File: src/rtl/fifo_ctrl.sv
// FIFO controller for an 8 x 32 register file: owns head/tail/count,
// drives the register file write/read controls, registers popped data
// and reports per-request ack/error status one cycle after the request.
module fifo_ctrl #(
   parameter int DW = 32,
   parameter int AW = 3
) (
   input  logic          clk,
   input  logic          reset_n,
   input  logic          wr_en,
   input  logic          rd_en,
   input  logic [DW-1:0] rData,
   output logic [AW-1:0] wAddr,
   output logic          we,
   output logic [AW-1:0] rAddr,
   output logic [DW-1:0] d_out,
   output logic [AW:0]   data_count,
   output logic          full,
   output logic          empty,
   output logic          wr_ack,
   output logic          wr_err,
   output logic          rd_ack,
   output logic          rd_err
);

   localparam logic [AW:0] DEPTH = {1'b1, {AW{1'b0}}};

   typedef enum logic [2:0] {
      S_INIT, S_NO_OP, S_WRITE, S_READ, S_WR_RD, S_WR_ERROR, S_RD_ERROR
   } state_t;

   state_t        r_state, w_next;
   logic          r_mix, w_mix;
   logic [AW-1:0] r_head, r_tail;
   logic [AW:0]   r_count;
   logic [DW-1:0] r_dout;
   logic          w_full, w_empty, w_wr_ok, w_rd_ok;

   assign w_full  = (r_count == DEPTH);
   assign w_empty = (r_count == '0);
   // Reset suppresses both requests so a reset cycle never writes the
   // register file or moves a pointer.
   assign w_wr_ok = wr_en & ~w_full  & ~reset_n;
   assign w_rd_ok = rd_en & ~w_empty & ~reset_n;

   assign wAddr      = r_tail;
   assign rAddr      = r_head;
   assign we         = w_wr_ok;
   assign d_out      = r_dout;
   assign data_count = r_count;
   assign full       = w_full;
   assign empty      = w_empty;

   // Pointer, occupancy and read-data datapath.
   always_ff @(posedge clk) begin
      if (reset_n) begin
         r_head  <= '0;
         r_tail  <= '0;
         r_count <= '0;
         r_dout  <= '0;
      end else begin
         if (w_wr_ok) r_tail <= r_tail + 1'b1;
         if (w_rd_ok) begin
            r_head <= r_head + 1'b1;
            r_dout <= rData;
         end
         case ({w_wr_ok, w_rd_ok})
            2'b10:   r_count <= r_count + 1'b1;
            2'b01:   r_count <= r_count - 1'b1;
            default: r_count <= r_count;
         endcase
      end
   end

   // State register; r_mix marks a one-sided rejection alongside an accepted op.
   always_ff @(posedge clk) begin
      if (reset_n) begin
         r_state <= S_INIT;
         r_mix   <= 1'b0;
      end else begin
         r_state <= w_next;
         r_mix   <= w_mix;
      end
   end

   // Next state from this cycle's requests.
   always_comb begin
      w_next = S_NO_OP;
      w_mix  = (w_wr_ok & rd_en & ~w_rd_ok) | (w_rd_ok & wr_en & ~w_wr_ok);
      if (w_wr_ok && w_rd_ok) w_next = S_WR_RD;
      else if (w_wr_ok)       w_next = S_WRITE;
      else if (w_rd_ok)       w_next = S_READ;
      else if (wr_en)         w_next = S_WR_ERROR;
      else if (rd_en)         w_next = S_RD_ERROR;
   end

   // Status flags decoded from the state of the previous request.
   always_comb begin
      wr_ack = (r_state == S_WRITE) || (r_state == S_WR_RD);
      rd_ack = (r_state == S_READ)  || (r_state == S_WR_RD);
      wr_err = (r_state == S_WR_ERROR) || ((r_state == S_READ)  && r_mix);
      rd_err = (r_state == S_RD_ERROR) || ((r_state == S_WRITE) && r_mix);
   end

endmodule

File: config.mk
export PLATFORM = sky130hd
export DESIGN_NAME = fifo_ctrl
export DESIGN_NICKNAME = d
export VERILOG_FILES = /design/src/rtl/fifo_ctrl.sv
export SDC_FILE = /design/constraint.sdc
export NUM_CORES = 1
export LEC_CHECK = 0
export ABC_AREA = 1
export BUFFER_PORTS_ARGS = -buffer_cell sky130_fd_sc_hd__clkbuf_2
export CORE_MARGIN = 8
export CORE_UTILIZATION = 30
export DETAILED_ROUTE_END_ITERATION = 10
export GPL_TIMING_DRIVEN = 0
export PLACE_DENSITY = 0.62
export SLEW_MARGIN = 30
export SYNTH_ARGS = -nofsm -noshare
export SYNTH_HDL_FRONTEND = slang
export SYNTH_SLANG_ARGS = --single-unit
File: constraint.sdc
create_clock -name clk -period 3 [get_ports clk]
set_input_delay 0.6 -clock clk [delete_from_list [all_inputs] [get_ports clk]]
set_output_delay 0.6 -clock clk [all_outputs]
set_load 0.02 [all_outputs]
==> flow_summary.json, run 1 <==
{
  "status": "complete, no violations",
  "synthCells": 251,
  "clkPwrFrac_pct": 21.5,
  "cpMaxStageDelayCell": "dfxtp_1",
  "cp.arrival_ns": 2.37,
  "start_util_pct": 31.0,
  "post-synth-top-area-fraction_pct": 46.8,
  "p_leak_nw": 1.29,
  "layout_min_cycle_time_ns": 2.17,
  "synth.avg_cell_area_um2": 7.84,
  "fin_area_um2": 2590,
  "crit_family": "simple AND/OR/NAND/NOR gates",
  "cts_tree": "done",
  "cp.required_ns": 3.19,
  "ios": 85,
  "synth_top_area_cell": "dfxtp_1",
  "grt_usage_pct": 11.2,
  "slew_violations": 0,
  "finalSetupViolCount": 0,
  "vias": 1842,
  "clockRootBuffer": "clkbuf_8",
  "htree_levels": 2,
  "switching_share_pct": 39.0,
  "critPathKind": "flop to flop",
  "clockBufferDepth": 2,
  "ctsHoldBuffers": 0,
  "design.core.area_um2": 6350,
  "period_share_pct": 72.5,
  "vias_per_cell": 4.39,
  "timing.fmax_ghz": 0.460,
  "chipHeight_um": 97.0,
  "synth_warnings": 0,
  "ant_nets": 0,
  "area_growth_pct": 31.9,
  "synthTopCellsByArea": "dfxtp_1 47%, nand2_1 11%, nor2_1 6.1%",
  "grt_setup_unrepaired": "false",
  "synth_area_um2": 1970,
  "dr.pass1.iters": 4,
  "pwr_density_cell_nw_per_um2": 817,
  "grt_overflow_total": 0,
  "diodes": 0,
  "drt-total-wl_um": 5220,
  "finClkSkew_ns": 0.00374,
  "numCtsBuffers": 5,
  "place.gp.congestion": 0.747,
  "drc": 0,
  "clock_latency_ns": 0.29,
  "port_buffers": 84,
  "hold_viol_final": 0,
  "cp_slowest_stage_delay_ns": 0.40,
  "ys_seq_area_share_pct": 46.8,
  "seqPwrFrac_pct": 38.7,
  "die_area_um2": 9400,
  "internal_power_w": 0.00129,
  "nets": 384,
  "cp-start-kind": "flop",
  "num_rows": 29,
  "grt_max_degree": 15,
  "cp_max_fo": 6,
  "dpl_cell_area_um2": 2480,
  "grt_pass1_wl_um": 8940,
  "die_w_um": 97.0,
  "cp-end-kind": "flop",
  "critPathBufInv": 4,
  "max_cap_viol_count": 0,
  "ir_drop_mv": 0.361,
  "drt_iter0_drc": 119,
  "synth_seq_cells": 46,
  "cts-resized-gates": 0,
  "setup_tns_ns": 0,
  "antenna_found_initial": 0,
  "drive_above_1_share_pct": 34.4,
  "wire_per_inst_um": 12.4,
  "relSlewSlack_pct": 66.6,
  "worstMarginPinSlew_ns": 0.501,
  "min_path_type": "flop to flop",
  "comb_power_share_pct": 39.8,
  "clkSinkCount": 46,
  "crit_path_frequent_cell": "inv_1",
  "fill_cells": 668,
  "crit_chain": "inv_1 -> nand3_1 -> nand2_1 -> nor2_4 -> inv_2 -> ha_1 -> nand2_1 -> inv_1 -> nor2_1 -> ha_1 -> a21oi_1 -> xnor2_1 -> o21ai_0 -> inv_1",
  "clk_pin_slew_ns": 0.08,
  "p_switching_w": 0.000827,
  "grt_pass1_vias": 1801,
  "cts_setup_buffers": 0,
  "synth_nets": 293,
  "synth.distinct_cells": 30,
  "place_hpwl_um": 4070
}
## cell families (layout without fill, tap and decap cells)
group | after synthesis | count (layout) | synth area share [%]
AOI/OAI and AO/OA | 49 | 49 | 14.7
adders and majority gates | 6 | 6 | 3.82
DFF | 46 | 46 | 46.8
xor gates and xnor gates | 4 | 4 | 1.78
and+or+nand+nor | 110 | 110 | 23.5
buffers and inverters | 36 | 128 | 9.41
## metal layers
| layer | vias up | GRT usage [%] | wire [um] |
|---|---|---|---|
| li1 | 972 | - | - |
| met1 | 809 | 13.3 | 2310 |
| met2 | 55 | 18.2 | 2470 |
| met3 | 6 | 3.98 | 379 |
| met4 | 0 | 3.91 | 67 |
| met5 | - | 0 | 0 |
## per-stage QoR
step	std cells	power, W	hold WS [ns]	setup WS, ns	utilization [%]
4_1_cts	420	0.00216	0.468	0.831	40.8
3_5_place_dp	412	0.00169	0.454	0.716	39.1
3_3_place_gp	412	0.00168	0.451	0.742	39.1
5_1_grt	420	0.00229	0.483	0.647	40.8
2_1_floorplan	251	0.00142	0.537	0.831	-
6_report	420	0.00212	0.466	0.825	40.8
## power groups by stage
stage	clock network, W	logic, W	registers (W)
6_report	0.000456	0.000843	0.000820
3_5_place_dp	0	0.000863	0.000832
5_1_grt	0.000504	0.000948	0.000838
2_1_floorplan	0	0.000451	0.000967
4_1_cts	0.000474	0.000865	0.000821
3_3_place_gp	0	0.000852	0.000829
## area by class of cell
type                       instances  area [um2]  share of cell area, %
buffer                            11        91.3                   3.52
clock buffer                       6        72.6                   2.80
clock inverter                     2        37.5                   1.45
inverter                          25        93.8                   3.62
multi-input combinational        169         861                   33.2
sequential                        46         921                   35.5
tap                               77        96.3                   3.71
timing repair buffer              84         420                   16.2
## tightest hold or removal path, stage by stage (launching register included)
cell	delay (ns)
dfxtp_1	0.31
nand2_1	0.06
a21oi_1	0.05
## synthesized netlist by cell type (all sizes together)
cell type,count
buf,9
clkbuf,2
o31ai,1
o21ai,20
nand3b,1
nor3b,1
nor2,34
a211oi,1
ha,6
nand3,10
xnor2,2
inv,25
nand2,63
a21oi,26
xor2,2
o22ai,1
nor3,1
dfxtp,46
## final timing paths
kind         cells past startpoint                        from                          to  slack, ns
max                             14  data_count[2]$_SDFFE_PP0P_  data_count[2]$_SDFFE_PP0P_       0.83
min                              2      d_out[13]$_SDFFE_PP0P_      d_out[13]$_SDFFE_PP0P_       0.47
max reg2reg                     14  data_count[2]$_SDFFE_PP0P_  data_count[2]$_SDFFE_PP0P_       0.83
min reg2reg                      2      d_out[13]$_SDFFE_PP0P_      d_out[13]$_SDFFE_PP0P_       0.47
## cell usage in the layout, fill, tap and decap left out, types with 2 or more instances in the layout
cell	count
ha_1	6
clkbuf_8	5
clkbuf_2	84
o21ai_0	19
inv_2	2
xor2_1	2
inv_1	23
nor2_1	32
a21oi_1	16
buf_2	3
clkbuf_1	3
xnor2_1	2
nand3_1	9
buf_4	3
nand2_2	2
dfxtp_1	46
nand2_1	60
a21oi_2	10
## state kept, by name, summed over array words and instances, names as in the netlist
signal	flops
d_out	32
data_count	4
r_state	3
rAddr	3
wAddr	3
r_mix	1
Note: power is estimated with default switching activity, not from simulation.
==> run 2, diff against run 1 <==
==> constraint.sdc (replaced) <==
create_clock -name clk -period 2.1 [get_ports clk]
set_input_delay 0.42 -clock clk [delete_from_list [all_inputs] [get_ports clk]]
set_output_delay 0.42 -clock clk [all_outputs]
set_load 0.02 [all_outputs]
==> run 2 against run 1 <==
  * Worst hold slack got worse by 0.12 ns
  * First-iteration DRC count fell by 48%
  * Combinational power rose by 47%
  * Global-route usage rose by 0.29 points
  * Maximum frequency rose by 12%
  * Worst setup slack got worse by 0.67 ns
  * Clock power rose by 46%
  * Non-clock buffer count rose by 2
  * Cell area rose by 2.0%
  * Critical path depth did not move
==> flow_summary.json, run 2 (synthesis results as in run 1) <==
{
  "p_leak_nw": 1.30,
  "total_power_w": 0.00308,
  "largest_reg_flops": 32,
  "max_cap_viol_count": 0,
  "design.core.area_um2": 6350,
  "chipHeight_um": 97.0,
  "grt_usage_pct": 11.5,
  "grt_overflow_total": 0,
  "layout_commonest_cell": "clkbuf_2",
  "port_buffers": 84,
  "clockRootBuffer": "clkbuf_8",
  "layout_min_cycle_time_ns": 1.95,
  "grt_pass1_vias": 1988,
  "fin_ws_ns": 0.155,
  "dr.pass1.iters": 4,
  "cp.required_ns": 2.29,
  "fill_cells": 667,
  "clock_latency_ns": 0.30,
  "internal_power_w": 0.00186,
  "die_w_um": 97.0,
  "relSlewSlack_pct": 67.4,
  "pwr_density_cell_nw_per_um2": 1170,
  "vias": 1876,
  "ant_nets": 0,
  "clockBufferDepth": 2,
  "slew_violations": 0,
  "critPathKind": "flop to flop",
  "timing.fmax_ghz": 0.514,
  "min_path_type": "input port to flop",
  "numCtsBuffers": 5,
  "min_delay_path_depth": 3,
  "cts_tree": "done",
  "vias_per_cell": 4.45,
  "ios": 85,
  "layout_common_cells": "84 x clkbuf_2, 59 x nand2_1, 43 x dfxtp_1",
  "ctsHoldBuffers": 0,
  "drt-total-wl_um": 5240,
  "nets": 386,
  "ir_drop_mv": 0.578,
  "cp-start-kind": "flop",
  "drive_above_1_share_pct": 37.1,
  "place.gp.congestion": 0.838,
  "switching_share_pct": 39.6,
  "grt_setup_unrepaired": "false",
  "grt_pass1_wl_um": 9290,
  "drc": 0,
  "hold_viol_final": 0,
  "setup_tns_ns": 0,
  "die_area_um2": 9400,
  "grt_max_degree": 16,
  "clk_pin_slew_ns": 0.09,
  "antenna_found_initial": 0,
  "p_switching_w": 0.00122,
  "start_util_pct": 31.0,
  "drt_iter0_drc": 62,
  "wire_per_inst_um": 12.4,
  "diodes": 0,
  "cp-end-kind": "flop",
  "worstMarginPinSlew_ns": 0.489,
  "place_ws_ns": -0.0562,
  "comb_power_share_pct": 40.1,
  "num_rows": 29,
  "reg2reg_depth": 14,
  "clkPwrFrac_pct": 21.6,
  "cp.arrival_ns": 2.14,
  "finalSetupViolCount": 0,
  "cp_max_fo": 6,
  "finClkSkew_ns": 0.00534,
  "period_share_pct": 92.6,
  "area_growth_pct": 34.5,
  "status": "complete, no violations",
  "place_hpwl_um": 4040,
  "seqPwrFrac_pct": 38.3,
  "clkSinkCount": 46,
  "htree_levels": 2
}
## run 2: what timing repair did
action,CTS,global route
endpoints found under the hold margin,0,0
setup endpoints to repair,2,3
setup buffers,1,1
gates resized for setup,1,6
pin swaps,1,1
cloned,0,0
## run 2: through the flow
step,utilization (%),hold slack [ns],area (um2),std cells
floorplan,-,0.537,1970,251
global placement,39.2,0.449,2490,412
detailed placement,39.2,0.454,2490,412
global route,41.7,0.337,2650,422
CTS,41.1,0.328,2610,421
finish,41.7,0.343,2650,422
## run 2: final timing paths
check,to,from,slack [ns]
max,data_count[2]$_SDFFE_PP0P_,data_count[0]$_SDFFE_PP0P_,0.15
min,d_out[3]$_SDFFE_PP0P_,rData[3],0.34
max reg2reg,data_count[2]$_SDFFE_PP0P_,data_count[0]$_SDFFE_PP0P_,0.15
min reg2reg,d_out[9]$_SDFFE_PP0P_,d_out[9]$_SDFFE_PP0P_,0.47
## run 2: area by class of cell
cell class,instances,area (um2),share of cell area [%]
inverter,25,96.3,3.64
clock buffer,5,68.8,2.60
sequential,46,925,34.9
clock inverter,3,45.0,1.70
tap,77,96.3,3.64
timing repair buffer,86,435,16.5
buffer,11,91.3,3.45
multi-input combinational,169,888,33.6
## run 2: worst max-delay path, cell delays in order (launching register included)
cell	delay, ns
dfxtp_2	0.36
nor2_2	0.16
nand3_2	0.11
nand2_2	0.13
nor2_4	0.05
inv_4	0.09
ha_4	0.16
nand2_1	0.05
inv_1	0.07
nor2_1	0.06
ha_1	0.18
a21oi_1	0.15
xnor2_1	0.09
o21ai_0	0.14
inv_1	0.05
## run 2: per-layer routing
metal  GRT usage, %  vias up  share of wire, %
met5              0        -                 0
met4           2.60        0              0.63
met3           4.41        4               6.7
met2           19.4       47                47
met1           13.3      848                45
li1               -      977                 -
## run 2: power by group through the flow
stage	sequential [W]	combinational [W]	clock, W
6_report	0.00118	0.00124	0.000667
5_1_grt	0.00121	0.00139	0.000727
4_1_cts	0.00118	0.00124	0.000699
3_5_place_dp	0.00120	0.00124	0
3_3_place_gp	0.00119	0.00122	0
2_1_floorplan	0.00139	0.000646	0
==> run 3, diff against run 2 <==
--- a/config.mk
+++ b/config.mk
@@ -5,9 +5,8 @@
 export SDC_FILE = /design/constraint.sdc
 export NUM_CORES = 1
 export LEC_CHECK = 0
-export ABC_AREA = 1
 export BUFFER_PORTS_ARGS = -buffer_cell sky130_fd_sc_hd__clkbuf_2
-export CORE_MARGIN = 8
+export CORE_MARGIN = 4
 export CORE_UTILIZATION = 30
 export DETAILED_ROUTE_END_ITERATION = 10
 export GPL_TIMING_DRIVEN = 0
==> run 3 against run 2 <==
  * The flow now finishes with violations (negative setup slack)
  * First-iteration DRC count is 32% lower
  * Critical endpoint is now data_count[3]$_SDFFE_PP0P_
  * Largest cell class is now multi-input gates
  * Critical path depth is 6 lower
  * Count of clock-buffer cells in the layout is 1 higher
  * Worst hold slack worse by 0.011 ns
  * Routed wire length is 4.2% lower
  * Worst setup slack worse by 0.39 ns
  * Final cell count is 3.1% lower
  * Power is 25% lower
  * Cell area is 1.1% higher
  * Flip-flop and latch count stayed put
  * Highest routed layer unchanged
  * Critical path type unchanged
==> flow_summary.json, run 3 <==
{
  "area_growth_pct": 40.5,
  "fin_ws_ns": -0.233,
  "grt_pass1_wl_um": 7960,
  "diodes": 0,
  "dr_wl_met3_um": 381,
  "wl_met2_um": 2380,
  "clockBufferDepth": 2,
  "drt_iter0_drc": 42,
  "dp_cells": 390,
  "wire_per_inst_um": 12.3,
  "critPathBufInv": 1,
  "die_w_um": 87.7,
  "drc": 0,
  "fill_cells": 627,
  "start_util_pct": 31.6,
  "cp-start-kind": "flop",
  "crit_chain": "or4b_4 -> nand2_4 -> or2_4 -> buf_12 -> ha_4 -> or3_1 -> o32ai_2 -> mux2_4",
  "clockRootBuffer": "clkbuf_8",
  "relSlewSlack_pct": 62.4,
  "max_cap_viol_count": 0,
  "cp-end-kind": "flop",
  "post-synth-top-area-fraction_pct": 48.4,
  "antenna_found_initial": 0,
  "cts_tree": "done",
  "synthTopCellsByArea": "dfxtp_1 48%, nand2_1 14%, a21oi_1 11%",
  "critPathKind": "flop to flop",
  "hold_viol_final": 0,
  "finalSetupViolCount": 2,
  "place_hpwl_um": 3640,
  "finClkSkew_ns": 0.00891,
  "numCtsBuffers": 5,
  "synth.avg_cell_area_um2": 8.17,
  "ctsHoldBuffers": 0,
  "worstMarginPinSlew_ns": 0.564,
  "vias": 1850,
  "htree_levels": 2,
  "timing.fmax_ghz": 0.429,
  "ios": 85,
  "synth_seq_cells": 46,
  "cp_max_fo": 4,
  "dr.pass1.iters": 4,
  "grt_setup_unrepaired": "true",
  "largest_reg_flops": 32,
  "status": "complete, but fails checks",
  "synth_nets": 275,
  "cpMaxStageDelayCell": "or4b_4",
  "cp_slowest_stage_delay_ns": 0.55,
  "layout_min_cycle_time_ns": 2.33,
  "layout_commonest_cell": "clkbuf_2",
  "clkSinkCount": 46,
  "ys.flop_type": "dfxtp_1",
  "vias_per_cell": 4.52,
  "synth.distinct_cells": 29,
  "place.gp.congestion": 0.737,
  "clk_pin_slew_ns": 0.09,
  "chipHeight_um": 87.7,
  "port_buffers": 82,
  "yosys-top-cells-count": "71 x nand2_1, 46 x dfxtp_1, 41 x a21oi_1",
  "fin_cells": 409,
  "grt_pass1_vias": 1740,
  "setup_tns_ns": -0.435,
  "grt_max_degree": 14,
  "grt_overflow_total": 0,
  "grt_usage_pct": 13.2,
  "p_leak_nw": 1.21,
  "violations": "negative setup slack",
  "synth_area_um2": 1900,
  "cp.arrival_ns": 2.51,
  "drt-total-wl_um": 5020,
  "yosysMostFrequentCell": "nand2_1",
  "crit_family": "simple AND/OR/NAND/NOR gates",
  "nets": 376,
  "design.core.area_um2": 6030,
  "die_area_um2": 7690,
  "pwr_density_cell_nw_per_um2": 864,
  "drive_above_1_share_pct": 38.9,
  "slew_violations": 0,
  "clock_latency_ns": 0.29,
  "layout_common_cells": "82 x clkbuf_2, 70 x nand2_1, 42 x dfxtp_1",
  "cp.required_ns": 2.28,
  "num_rows": 28,
  "synth_warnings": 0,
  "synth_enable_flop_cells": 0,
  "ant_nets": 0,
  "top_layer": "met4",
  "min_path_type": "input port to flop",
  "ir_drop_mv": 0.290,
  "drt-met1-wl_um": 2230,
  "async_reset_ff_share_pct": 0,
  "synth_top_area_cell": "dfxtp_1",
  "whs_ns": 0.332,
  "synthCells": 233,
  "period_share_pct": 111,
  "ys_seq_area_share_pct": 48.4
}
## run 3: cell families (layout without fill, tap and decap cells)
| family | count (synthesis) | count (layout) | share of synthesized area (%) |
|---|---|---|---|
| AO/OA/AOI/OAI | 48 | 48 | 13.8 |
| XOR/XNOR | 7 | 7 | 3.22 |
| adder cells (fa/ha/maj) | 6 | 6 | 3.94 |
| buffers and inverters | 19 | 120 | 5.65 |
| flip-flops | 46 | 46 | 48.4 |
| multiplexers | 3 | 3 | 1.64 |
| AND/OR/NAND/NOR | 104 | 104 | 23.4 |
## run 3: worst paths after layout
kind | start | slack (ns) | to | cells after the start
max | data_count[0]$_SDFFE_PP0P_ | -0.23 | data_count[3]$_SDFFE_PP0P_ | 8
min | rData[11] | 0.33 | d_out[11]$_SDFFE_PP0P_ | 3
max reg2reg | data_count[0]$_SDFFE_PP0P_ | -0.23 | data_count[3]$_SDFFE_PP0P_ | 8
min reg2reg | d_out[25]$_SDFFE_PP0P_ | 0.46 | d_out[25]$_SDFFE_PP0P_ | 2
## run 3: timing repair
item,4_1_cts,5_1_grt
setup endpoints to repair,6,3
endpoints found under the hold margin,0,0
gates resized for setup,9,5
pin swaps,8,3
buffers inserted,11,3
## run 3: metrics by stage
step | total power [W] | util (%) | instance area (um2) | setup WS (ns)
2_1_floorplan | 0.00153 | - | 1960 | -0.427
3_3_place_gp | 0.00175 | 40.9 | 2470 | -0.695
3_5_place_dp | 0.00176 | 40.9 | 2470 | -0.725
4_1_cts | 0.00234 | 43.7 | 2630 | -0.210
5_1_grt | 0.00246 | 44.4 | 2680 | -0.326
6_report | 0.00231 | 44.4 | 2680 | -0.233
## run 3: final cells by class
class	instances	area [um2]	share of cell area (%)
Timing Repair Buffer	96	531	19.8
Clock inverter	1	6.26	0.234
Inverter	3	11.3	0.421
Buffer	14	82.6	3.09
Clock buffer	6	72.6	2.71
Multi-Input combinational cell	168	946	35.3
Sequential cell	46	933	34.9
Tap cell	75	93.8	3.51
## run 3: worst reg2reg max path: stages (launching register included)
cell and delay, ns:
dfxtp_4 0.36, or4b_4 0.55, nand2_4 0.07, or2_4 0.16, buf_12 0.10, ha_4 0.19
or3_1 0.35, o32ai_2 0.13, mux2_4 0.32
## run 3: power by group
part	switching [W]	internal (W)	leakage (nW)
clock network	0.000293	0.000230	0.0416
registers	0.0000609	0.000971	0.377
logic	0.000447	0.000311	0.794
total	0.000801	0.00151	1.21
## run 3: layer usage
metal | global-route usage (%) | vias up
met2 | 22.6 | 58
met4 | 3.77 | 0
li1 | - | 959
met5 | 0 | -
met3 | 4.14 | 4
met1 | 15.8 | 829
